### src/rtl/arith_pkg.sv
// arith_pkg: shared FSM state type and default width for the serial arithmetic blocks
package arith_pkg;
  typedef enum logic [1:0] {IDLE, RUN, DONE} state_t;
  localparam int ADD_WIDTH = 8;
endpackage

### src/rtl/fa.sv
// fa: 1-bit full adder cell with propagate/generate outputs
module fa (
  output logic f,
  output logic cout,
  output logic p,
  output logic g,
  input  logic x,
  input  logic y,
  input  logic cin
);
  assign p    = x ^ y;
  assign g    = x & y;
  assign f    = p ^ cin;
  assign cout = g | (p & cin);
endmodule

### src/rtl/serial_adder.sv
// serial_adder: bit-serial LSB-first adder using one fa cell, with registered sum/carry/overflow
module serial_adder
  import arith_pkg::*;
#(
  parameter int WIDTH = ADD_WIDTH
) (
  input  logic             clk,
  input  logic             rst,
  input  logic             start,
  input  logic [WIDTH-1:0] a,
  input  logic [WIDTH-1:0] b,
  input  logic             cin,
  output logic             busy,
  output logic             done,
  output logic [WIDTH-1:0] sum,
  output logic             cout,
  output logic             overflow
);
  localparam int CNT_W = $clog2(WIDTH);
  state_t           state_q;
  logic [WIDTH-1:0] sa_q, sb_q, ss_q, ss_d, sum_q;
  logic [CNT_W-1:0] cnt_q;
  logic             carry_q, busy_q, done_q, cout_q, ovf_q;
  logic             fa_f, fa_cout, fa_p_unused, fa_g_unused;
  fa u_fa (
    .f(fa_f), .cout(fa_cout), .p(fa_p_unused), .g(fa_g_unused),
    .x(sa_q[0]), .y(sb_q[0]), .cin(carry_q)
  );
  assign ss_d = {fa_f, ss_q[WIDTH-1:1]};
  always_ff @(posedge clk or posedge rst) begin
    if (rst) begin
      state_q <= IDLE;
      sa_q    <= '0;
      sb_q    <= '0;
      ss_q    <= '0;
      sum_q   <= '0;
      cnt_q   <= '0;
      carry_q <= 1'b0;
      busy_q  <= 1'b0;
      done_q  <= 1'b0;
      cout_q  <= 1'b0;
      ovf_q   <= 1'b0;
    end else begin
      case (state_q)
        IDLE: if (start) begin
          sa_q    <= a;
          sb_q    <= b;
          carry_q <= cin;
          cnt_q   <= '0;
          busy_q  <= 1'b1;
          state_q <= RUN;
        end
        RUN: begin
          sa_q    <= sa_q >> 1;
          sb_q    <= sb_q >> 1;
          ss_q    <= ss_d;
          carry_q <= fa_cout;
          cnt_q   <= cnt_q + 1'b1;
          // carry_q here is the carry into the MSB, so overflow falls out directly
          if (cnt_q == CNT_W'(WIDTH - 1)) begin
            sum_q   <= ss_d;
            cout_q  <= fa_cout;
            ovf_q   <= carry_q ^ fa_cout;
            busy_q  <= 1'b0;
            done_q  <= 1'b1;
            state_q <= DONE;
          end
        end
        DONE: begin
          done_q  <= 1'b0;
          state_q <= IDLE;
        end
        default: state_q <= IDLE;
      endcase
    end
  end
  assign busy     = busy_q;
  assign done     = done_q;
  assign sum      = sum_q;
  assign cout     = cout_q;
  assign overflow = ovf_q;
endmodule

### config.mk
export PLATFORM = sky130hd
export DESIGN_NAME = serial_adder
export DESIGN_NICKNAME = d
export VERILOG_FILES = /design/src/rtl/arith_pkg.sv /design/src/rtl/fa.sv /design/src/rtl/serial_adder.sv
export SDC_FILE = /design/constraint.sdc
export NUM_CORES = 1
export LEC_CHECK = 0
export ABC_CLOCK_PERIOD_IN_PS = 3900
export CAP_MARGIN = 20
export CORE_MARGIN = 5
export CORE_UTILIZATION = 56
export CTS_CLUSTER_DIAMETER = 30
export DETAILED_ROUTE_END_ITERATION = 10
export GPL_TIMING_DRIVEN = 0
export HOLD_SLACK_MARGIN = 0.12
export PLACE_DENSITY = 0.92
export SLEW_MARGIN = 5
export SYNTH_ARGS = -nofsm -noshare
export SYNTH_HDL_FRONTEND = slang
export SYNTH_SLANG_ARGS = --single-unit
### constraint.sdc
create_clock -name clk -period 3.9 [get_ports clk]
set_input_delay 0.585 -clock clk [delete_from_list [all_inputs] [get_ports clk]]
set_output_delay 0.585 -clock clk [all_outputs]
set_load 0.005 [all_outputs]
# Word level (Yosys, flattened, before mapping)
# Cells that the tools add are included.
[op_classes] n_addsub=1 n_eq_ne=5 mux=16 bitwise=6 reduce_logical=8
[op_table] cell="one-hot mux 8 bit (2 select lines)" count=2
[op_table] cell="2-to-1 mux 8 bit" count=2
[op_table] cell="AND reduction 2 bit" count=4
[op_table] cell="one-hot mux 1 bit (2 select lines)" count=3
[op_table] cell="one-hot mux 3 bit (2 select lines)" count=1
[op_table] cell="2-to-1 mux 1 bit" count=4
[op_table] cell="2-to-1 mux 2 bit" count=2
[op_table] cell="inequality test 2 bit, second input constant" count=2
[op_table] cell="one-hot mux 2 bit (2 select lines)" count=1
[op_table] cell="nonzero test 2 bit" count=2
[op_table] cell="adder 3 x 1 -> 3 bit, second input constant" count=1
[op_table] cell="equality test 3 bit, second input constant" count=1
[op_table] cell="2-to-1 mux 3 bit" count=1
[op_table] cell="AND reduction 3 bit" count=1
[op_table] cell="XOR 1 bit" count=3
[op_table] cell="bitwise AND 1 bit" count=2
[op_table] cell="equality test 2 x 1 -> 1 bit, second input constant" count=1
[op_table] cell="equality test 2 bit, second input constant" count=1
[op_table] cell="zero test 2 bit" count=1
[op_table] cell="bitwise OR 1 bit" count=1
[word_totals] reg_bits=42 output_inout_bits=12 wordCells=47

# Depth between registers and ports, before layout
# Gate-level depths: netlist (run 1).
[depth] depth_word=4 depth_mapped=6 depth_no_buf=5

# By module
# Synthesis (run 1) repeated with hierarchy kept, for this count alone.
[hier_totals] hier_cells=172 area_unflattened_um2=1918.1
[modules_own_cells] module="serial_adder" n_inst=1 cells_per_inst=170 area_per_inst_um2=1885.6 seq_area_each_um2=1026.0
[modules_own_cells] module="fa" n_inst=1 cells_per_inst=2 area_per_inst_um2=32.5 seq_area_each_um2=0.0

# Worst setup path before layout (run 1)
# OpenSTA, ideal clock, no wires.
[synth_timing] path_kind="reg-to-reg" startpoint="register cnt_q[0]" endpoint="register cout_q, in the netlist cout" arrival_ns=1.319 setup_slack_ns=2.456 stages_incl_launch_ff=6 path_buffers=1 period_less_slack_ns=1.444 path_cell_list="dfrtp_1 -> ha_1 -> ha_1 -> nand3b_4 -> buf_6 -> mux2_4"
[synth_between] elab_chain_len=2
[synth_rtl] element="from (decl)" line_no="serial_adder.sv:22" text="logic [CNT_W-1:0] cnt_q;"
[synth_rtl] element="from (signal assigned)" line_no="serial_adder.sv:58" text="cnt_q <= cnt_q + 1'b1;"
[synth_rtl] element="equality test 3 bit" line_no="serial_adder.sv:60" text="if (cnt_q == CNT_W'(WIDTH - 1)) begin"
[synth_rtl] element="AND reduction 2 bit (no source line)"
[synth_rtl] element="to (signal assigned)" line_no="serial_adder.sv:62" text="cout_q <= fa_cout;"
[synth_rtl] element="to (decl)" line_no="serial_adder.sv:23" text="logic carry_q, busy_q, done_q, cout_q, ovf_q;"
# No other way between the ends.
# A chain may end at the register's enable or synchronous reset.

# Worst setup path after layout (run 1)
[layout_timing] startpoint="register done_q, in the netlist done" endpoint="output port done"
[layout_rtl] element="from (decl)" line_no="serial_adder.sv:23"
[layout_rtl] element="from (signal assigned)" line_no="serial_adder.sv:40" text="done_q <= 1'b0;"
[layout_rtl] element="from (signal assigned)" line_no="serial_adder.sv:65" text="done_q <= 1'b1;"
[layout_rtl] element="from (signal assigned)" line_no="serial_adder.sv:70" text="done_q <= 1'b0;"
[layout_rtl] element="to (decl)" line_no="serial_adder.sv:14" text="output logic done,"
# No word-level cell between the ends.

==> qor_table.md, run 1 <==
| Item | This run |
|:---|:---|
| Outcome | finished, final reports clean |
| Number of placed instances, taps included | 228 |
| First-pass iteration count of the detailed router | 4 |
| Buffering stage count on the worst path with inverters included | 1 |
| Sink Count | 41 |
| Final standard cell area without fillers | 2300 um^2 |
| Worst reg2reg path depth | 5 |
| Routed length on met2 | 2.06 mm |
| Max-cap check violation count | 0 |
| Metal1 wirelength | 1.61 mm |
| Adder-cell area share of the yosys netlist | 3.07% |
| Worst slack at placement | 1.98 ns |
| Std-Cell Core Area | 3280 um^2 |
| Share of layout cells above drive strength 1 | 21.6% |
| Worst-path fanout max | 3 |
| Final setup margin | 2.05 ns |
| Sum Neg Setup Slack | 0 ns |
| Ports placed on the boundary | 32 |
| Net Sw Frac | 34.6% |
| PortBufs | 31 |
| YS warnings | 0 |
| Global-route wire length before repair | 6.56 mm |
| Lkg Pwr | 0.995 nW |
| Vias in the first global route | 1419 |
| Max rail drop VDD | 0.399 mV |
| Final setup skew | 0.0180 ns |
| Mean area per synthesized cell | 12.4 um^2 |
| Half-perimeter wire length after detailed placement | 3.05 mm |
| Reg power frac | 44.2% |
| Total power density per cell area | 754 nW/um^2 |
| Total of flip-flops plus latches after synthesis | 41 |
| Achievable clock frequency | 540 MHz |
| Max-slew headroom at the worst pin | 44.7% |
| DP Area | 2240 um^2 |
| Hold Violations, Final | 0 |
| Max layer used | met4 |
| WHS | 0.514 ns |
| Post-synthesis xor/xnor area fraction | 0.467% |
| Remaining Overflow, GRT | 0 |
| Worst Tran Pin Value | 0.829 ns |
| Capturing element type of the critical path | primary output |
| Full die area | 4610 um^2 |
| Detailed router's first-iteration violation count | 104 |
| Longest individual stage delay on the worst path | 0.52 ns |
| Cell count after synthesis | 151 |
| Internal Power | 1.13 mW |
| Clock network fraction of design power | 12.1% |
| Number of fillers in the final layout | 235 |
| Post-Syn Nets | 175 |
| Vias | 1375 |
| Worst-path clk slew | 0.13 ns |
| Worst-path cell with the longest stage delay | clkdlybuf4s50_1 |
| Post-CTS setup buffers | 0 |
| Die span in x | 67.9 um |
| Number of antenna violations at the first check in global routing | 0 |
| Slew Viols, Final | 0 |
| Hold_buf cts | 0 |
| Combinational family with the most area after synthesis | compound AO/OA/AOI/OAI gates |
| Total net switching power | 600 uW |
| Setup-violating endpoint count in the final report | 0 |
| Total stage count of the critical path | 1 |
| Setup repair after global routing missed its margin | false |
| Sequential share of the synthesized area | 54.7% |
| Crit-path leading delay family | buffers and inverters |
| Routed Antenna Nets | 0 |
| GP Congestion | 0.786 |
| Layout Nets | 213 |
| Post-detailed-routing wire length | 4.11 mm |
| Placement Rows | 21 |
| Count of placed standard cells in the final layout, fillers left out | 236 |
| Category of the critical setup timing path | reg -> out |
| Overall power | 1.73 mW |
| Part of the power in combinational logic | 43.6% |
| Mux contribution to synthesized area | 12.0% |
| Data required time of the worst path | 3.31 ns |
| Share of the core filled with cells | 70.0% |
| Die Height | 67.9 um |
| Clock tree from TritonCTS | built |
| Number of levels in the clock H-tree | 2 |
| Minimum clock period after layout | 1.85 ns |
| Final worst path period share | 47.4% |
| Largest net degree at the start of global routing | 42 |
| Post-detailed-route wirelength per cell | 17.4 um |
| Number of buffers on the longest clock path | 2 |
| Ratio of routed vias to standard cells | 5.83 |
| Number of buffers inserted during clock tree synthesis | 5 |
| Routed wl met3 | 281 um |
| Class of the tightest hold or removal check | reg -> reg |
| CP Data Arrival Time | 1.27 ns |
| Total global routing track utilization | 19.7% |
| Hold depth | 2 |
| Post-Synth Simple-Gate Area | 5.54% |
| Crit path launch type | flip-flop |
| Latest clock arrival within the worst-skew pair | 0.37 ns |
| Resized Gates After CTS | 0 |
| Post-synthesis compound-gate area fraction | 18.3% |
| Effective utilization at floorplan | 57.1% |
| Netlist area before placement | 1880 um^2 |
| DRC violations left | 0 |
| Layout area overhead | 22.5% |
| Number of antenna cells inserted | 0 |
| Cells along the critical path | clkdlybuf4s50_1 |
| Root Buffer Master | clkbuf_4 |
| Number of distinct library cell variants in the gate-level netlist after synthesis | 26 |
==> worst paths after layout <==
check / slack [ns] / endpoint / start
worst max-delay path: 2.05 / done / done
worst min-delay path: 0.51 / overflow / overflow
worst max register to register: 2.38 / sum[1] / cnt_q[0]
worst min register to register: 0.51 / overflow / overflow
max in group asynchronous: 2.68 / sum[3] / rst
min in group asynchronous: 0.69 / overflow / rst
==> metal layers <==
layer / global-route usage (%) / up-vias
met1: 23.2 / 666
met5: 0 / -
met3: 6.08 / 15
li1: - / 633
met4: 11.2 / 0
met2: 32.1 / 61
==> power groups by stage <==
stage          Clock (mW)  Sequential [mW]  Combinational (mW)
6_report            0.210            0.767               0.757
5_1_grt             0.227            0.791               0.828
4_1_cts             0.210            0.766               0.760
3_5_place_dp            0            0.775               0.759
3_3_place_gp            0            0.751               0.712
2_1_floorplan           0            0.738               0.526
==> cell families after synthesis <==
| family | Yosys count |
|---|---|
| multiplexers | 16 |
| XOR/XNOR | 1 |
| buffers and inverters | 15 |
| AO/OA/AOI/OAI | 59 |
| adder cells (fa/ha/maj) | 4 |
| AND/OR/NAND/NOR | 15 |
| flip-flops | 41 |
==> registers in the layout, summed over array words and instances, names as in the netlist <==
name      flops
busy          1
carry_q       1
cnt_q         3
cout          1
done          1
overflow      1
sa_q          8
sb_q          8
ss_q          7
state_q       2
sum           8
==> placed cells by master, fill, tap and decap left out, drive strengths merged, types with 2 or more instances in the layout <==
master | netlist | layout
nand2 | 4 | 4
ha | 3 | 3
o21ai | 9 | 9
o22ai | 30 | 30
clkdlybuf4s50 | 0 | 31
clkinv | 1 | 3
dfrtp | 41 | 41
inv | 3 | 3
nor2 | 4 | 4
mux2 | 16 | 16
clkbuf | 0 | 5
buf | 11 | 11
a21oi | 17 | 17
nand2b | 2 | 2
a22o | 2 | 2
==> Yosys cell counts <==
| library cell | n | area, um^2 |
|---|---|---|
| and2b_1 | 1 | 7.51 |
| and3_1 | 1 | 6.26 |
| mux2_2 | 4 | 45.0 |
| o2bb2ai_1 | 1 | 8.76 |
| buf_6 | 4 | 45.0 |
| buf_8 | 1 | 15.0 |
| inv_2 | 1 | 3.75 |
| dfrtp_1 | 41 | 1030 |
| inv_1 | 2 | 7.51 |
| buf_2 | 4 | 20.0 |
| nand2_1 | 4 | 15.0 |
| xnor2_1 | 1 | 8.76 |
| a21oi_1 | 17 | 85.1 |
| or2_2 | 1 | 6.26 |
| mux2_4 | 12 | 180 |
| a22o_1 | 2 | 17.5 |
| o22ai_1 | 30 | 188 |
| nor2_1 | 4 | 15.0 |
| buf_4 | 2 | 15.0 |
| nor2b_1 | 1 | 6.26 |
| fa_1 | 1 | 20.0 |
| ha_1 | 3 | 37.5 |
| nand2b_4 | 2 | 27.5 |
| o21ai_0 | 9 | 45.0 |
| clkinv_1 | 1 | 3.75 |
| nand3b_4 | 1 | 20.0 |
==> area by class of cell <==
class / count / area [um^2] / share of cell area, %
Buffer: 11 / 95.1 / 4.14
Clock buffer: 5 / 37.5 / 1.63
Clock inverter: 3 / 17.5 / 0.762
Inverter: 4 / 15.0 / 0.653
Multi-Input combinational cell: 95 / 739 / 32.2
Sequential cell: 41 / 1030 / 44.6
Tap cell: 46 / 57.6 / 2.50
Timing Repair Buffer: 31 / 310 / 13.5
No activity file was read; power rests on OpenSTA's default activity.
==> inputs of run 2 (changes only) <==
ABC_CLOCK_PERIOD_IN_PS = 1500   (was 3900)
CORE_UTILIZATION = 47   (was 56)
PLACE_DENSITY = 0.83   (was 0.92)
clock period = 1.5 ns   (was 3.9 ns; I/O delays follow)
==> run 2 against run 1 <==
Clock-buffer cell count rose by 1; setup slack got worse by 2.0 ns; die area is 16% higher; worst hold slack lost 0.097 ns; global-route usage shrank 4.7 points; total power grew to 2.7 times the previous value; core utilization fell by 11 points; sequential power rose to 2.6 times the previous value.
==> qor_table.md, run 2 (synthesis gave the netlist of run 1 again) <==
| Item | This run | Change |
|:---|:---|:---|
| Vias in the first global route | 1390 | was 1419 |
| Category of the critical setup timing path | reg -> reg | was reg -> out |
| Vias | 1344 | was 1375 |
| Setup-violating endpoint count in the final report | 0 | unchanged |
| Largest net degree at the start of global routing | 42 | unchanged |
| Number of antenna violations at the first check in global routing | 0 | unchanged |
| Buffering stage count on the worst path with inverters included | 1 | unchanged |
| Leading cell type in the layout, fill and taps excluded | dfrtp_1 | unchanged |
| Highest-count cells in the layout ignoring fill and taps | dfrtp_1, clkdlybuf4s50_1, o22ai_1, a21oi_1, mux2_4 | unchanged |
| Die span in x | 73.2 um | was 67.9 um |
| Layout area overhead | 25.0% | was 22.5% |
| Global-route wire length before repair | 6.22 mm | was 6.56 mm |
| Number of antenna cells inserted | 0 | unchanged |
| Worst Tran Pin Value | 0.834 ns | was 0.829 ns |
| Share of layout cells above drive strength 1 | 22.0% | was 21.6% |
| Std-Cell Core Area | 3940 um^2 | was 3280 um^2 |
| Number of buffers inserted during clock tree synthesis | 5 | unchanged |
| Detailed router's first-iteration violation count | 87 | was 104 |
| Data required time of the worst path | 1.68 ns | was 3.31 ns |
| Max-cap check violation count | 0 | unchanged |
| DRC violations left | 0 | unchanged |
| Slew Viols, Final | 0 | unchanged |
| Minimum clock period after layout | 1.46 ns |  |
| Half-perimeter wire length after detailed placement | 2.63 mm | was 3.05 mm |
| Ports placed on the boundary | 32 | unchanged |
| CP Data Arrival Time | 1.63 ns | was 1.27 ns |
| Longest individual stage delay on the worst path | 0.38 ns | was 0.52 ns |
| Final setup skew | 0.00820 ns | was 0.0180 ns |
| Class of the tightest hold or removal check | in -> async | was reg -> reg |
| Clock tree from TritonCTS | built | unchanged |
| Remaining Overflow, GRT | 0 | unchanged |
| Number of levels in the clock H-tree | 2 | unchanged |
| Hold Violations, Final | 0 | unchanged |
| Sink Count | 41 | unchanged |
| Cells along the critical path | ha_1 > ha_2 > nand3b_4 > buf_8 > mux2_4 | was clkdlybuf4s50_1 |
| Die Height | 73.2 um | was 67.9 um |
| Worst-path cell with the longest stage delay | dfrtp_1 | was clkdlybuf4s50_1 |
| Full die area | 5350 um^2 | was 4610 um^2 |
| Total stage count of the critical path | 5 | was 1 |
| Routed Antenna Nets | 0 | unchanged |
| Achievable clock frequency | 686 MHz |  |
| Placement Rows | 23 | was 21 |
| Capturing element type of the critical path | flip-flop | was primary output |
| Number of buffers on the longest clock path | 2 | unchanged |
| Final worst path period share | 97.2% |  |
| Ratio of routed vias to standard cells | 5.58 | was 5.83 |
| Post-detailed-routing wire length | 3.69 mm | was 4.11 mm |
| Share of the core filled with cells | 59.5% | was 70.0% |
| Latest clock arrival within the worst-skew pair | 0.29 ns | was 0.37 ns |
| GP Congestion | 0.844 | was 0.786 |
| Root Buffer Master | clkbuf_8 | was clkbuf_4 |
| Worst-path clk slew | 0.08 ns | was 0.13 ns |
| Post-detailed-route wirelength per cell | 15.3 um | was 17.4 um |
| Lkg Pwr | 1.01 nW | was 0.995 nW |
| Sum Neg Setup Slack | 0 ns | unchanged |
| Max-slew headroom at the worst pin | 44.3% | was 44.7% |
| Total global routing track utilization | 15.1% | was 19.7% |
| Worst reg2reg path depth | 5 | unchanged |
| First-pass iteration count of the detailed router | 4 | unchanged |
| Total power density per cell area | 1970 nW/um^2 | was 754 nW/um^2 |
| PortBufs | 31 | unchanged |
| Crit path launch type | flip-flop | unchanged |
| Worst-path fanout max | 10 | was 3 |
| Crit-path leading delay family | adder cells | was buffers and inverters |
| Effective utilization at floorplan | 47.6% | was 57.1% |
| Overall power | 4.62 mW | was 1.73 mW |
| Max rail drop VDD | 0.811 mV | was 0.399 mV |
| Outcome | finished, final reports clean | unchanged |
| Layout Nets | 214 | was 213 |
## run 2: cell types whose count changed in the layout (fill, tap and decap cells not counted), sizes merged
cell / previous run / this run
buf: 11 / 12
clkbuf: 5 / 6
clkinvlp: 1 / 0
## run 2: repair_timing
| action | in CTS | in global routing |
|---|---|---|
| hold buffers | 0 | 0 |
| resized for setup | 2 | 0 |
| buffers inserted | 0 | 1 |
| setup endpoints to repair | 8 | 8 |
## run 2: layout make-up
| class | instances | area (um^2) |
|---|---|---|
| Buffer | 11 | 98.8 |
| Clock buffer | 6 | 72.6 |
| Clock inverter | 2 | 10.0 |
| Fill cell | 326 | 1600 |
| Inverter | 4 | 15.0 |
| Multi-Input combinational cell | 95 | 742 |
| Sequential cell | 41 | 1030 |
| Tap cell | 50 | 62.6 |
| Timing Repair Buffer | 32 | 318 |
## run 2: worst paths after layout
path,end,slack [ns],start
setup / recovery,sum[1],0.04,cnt_q[0]
hold / removal,done,0.42,rst
setup reg to reg,sum[1],0.04,cnt_q[0]
hold reg to reg,overflow,0.49,overflow
max in group asynchronous,sum[4],0.56,rst
min in group clk,sa_q[7],0.47,a[7]
## run 2: layer usage
metal / wire length (um) / share of wire (%) / GRT usage [%] / up-vias
li1: - / - / - / 637
met1: 1560 / 42 / 19.0 / 645
met2: 1840 / 50 / 24.2 / 57
met3: 240 / 6.5 / 4.68 / 5
met4: 53 / 1.4 / 5.74 / 0
met5: 0 / 0 / 0 / -
## run 2: metrics by stage
| step | std cells | hold slack [ns] | worst slack, ns | area [um^2] |
|---|---|---|---|---|
| 6_report | 241 | 0.417 | 0.0422 | 2340 |
| 5_1_grt | 241 | 0.477 | -0.00310 | 2340 |
| 4_1_cts | 240 | 0.440 | 0.00339 | 2340 |
| 3_5_place_dp | 232 | 0.495 | -0.0339 | 2250 |
| 3_3_place_gp | 232 | 0.464 | -0.505 | 2250 |
| 2_1_floorplan | 151 | 0.361 | 0.0562 | 1880 |
## run 2: report_power, final
group,internal (mW),leakage (nW),switching [mW]
registers,1.62,0.478,0.354
clock network,0.322,0.0450,0.370
logic,1.18,0.490,0.786
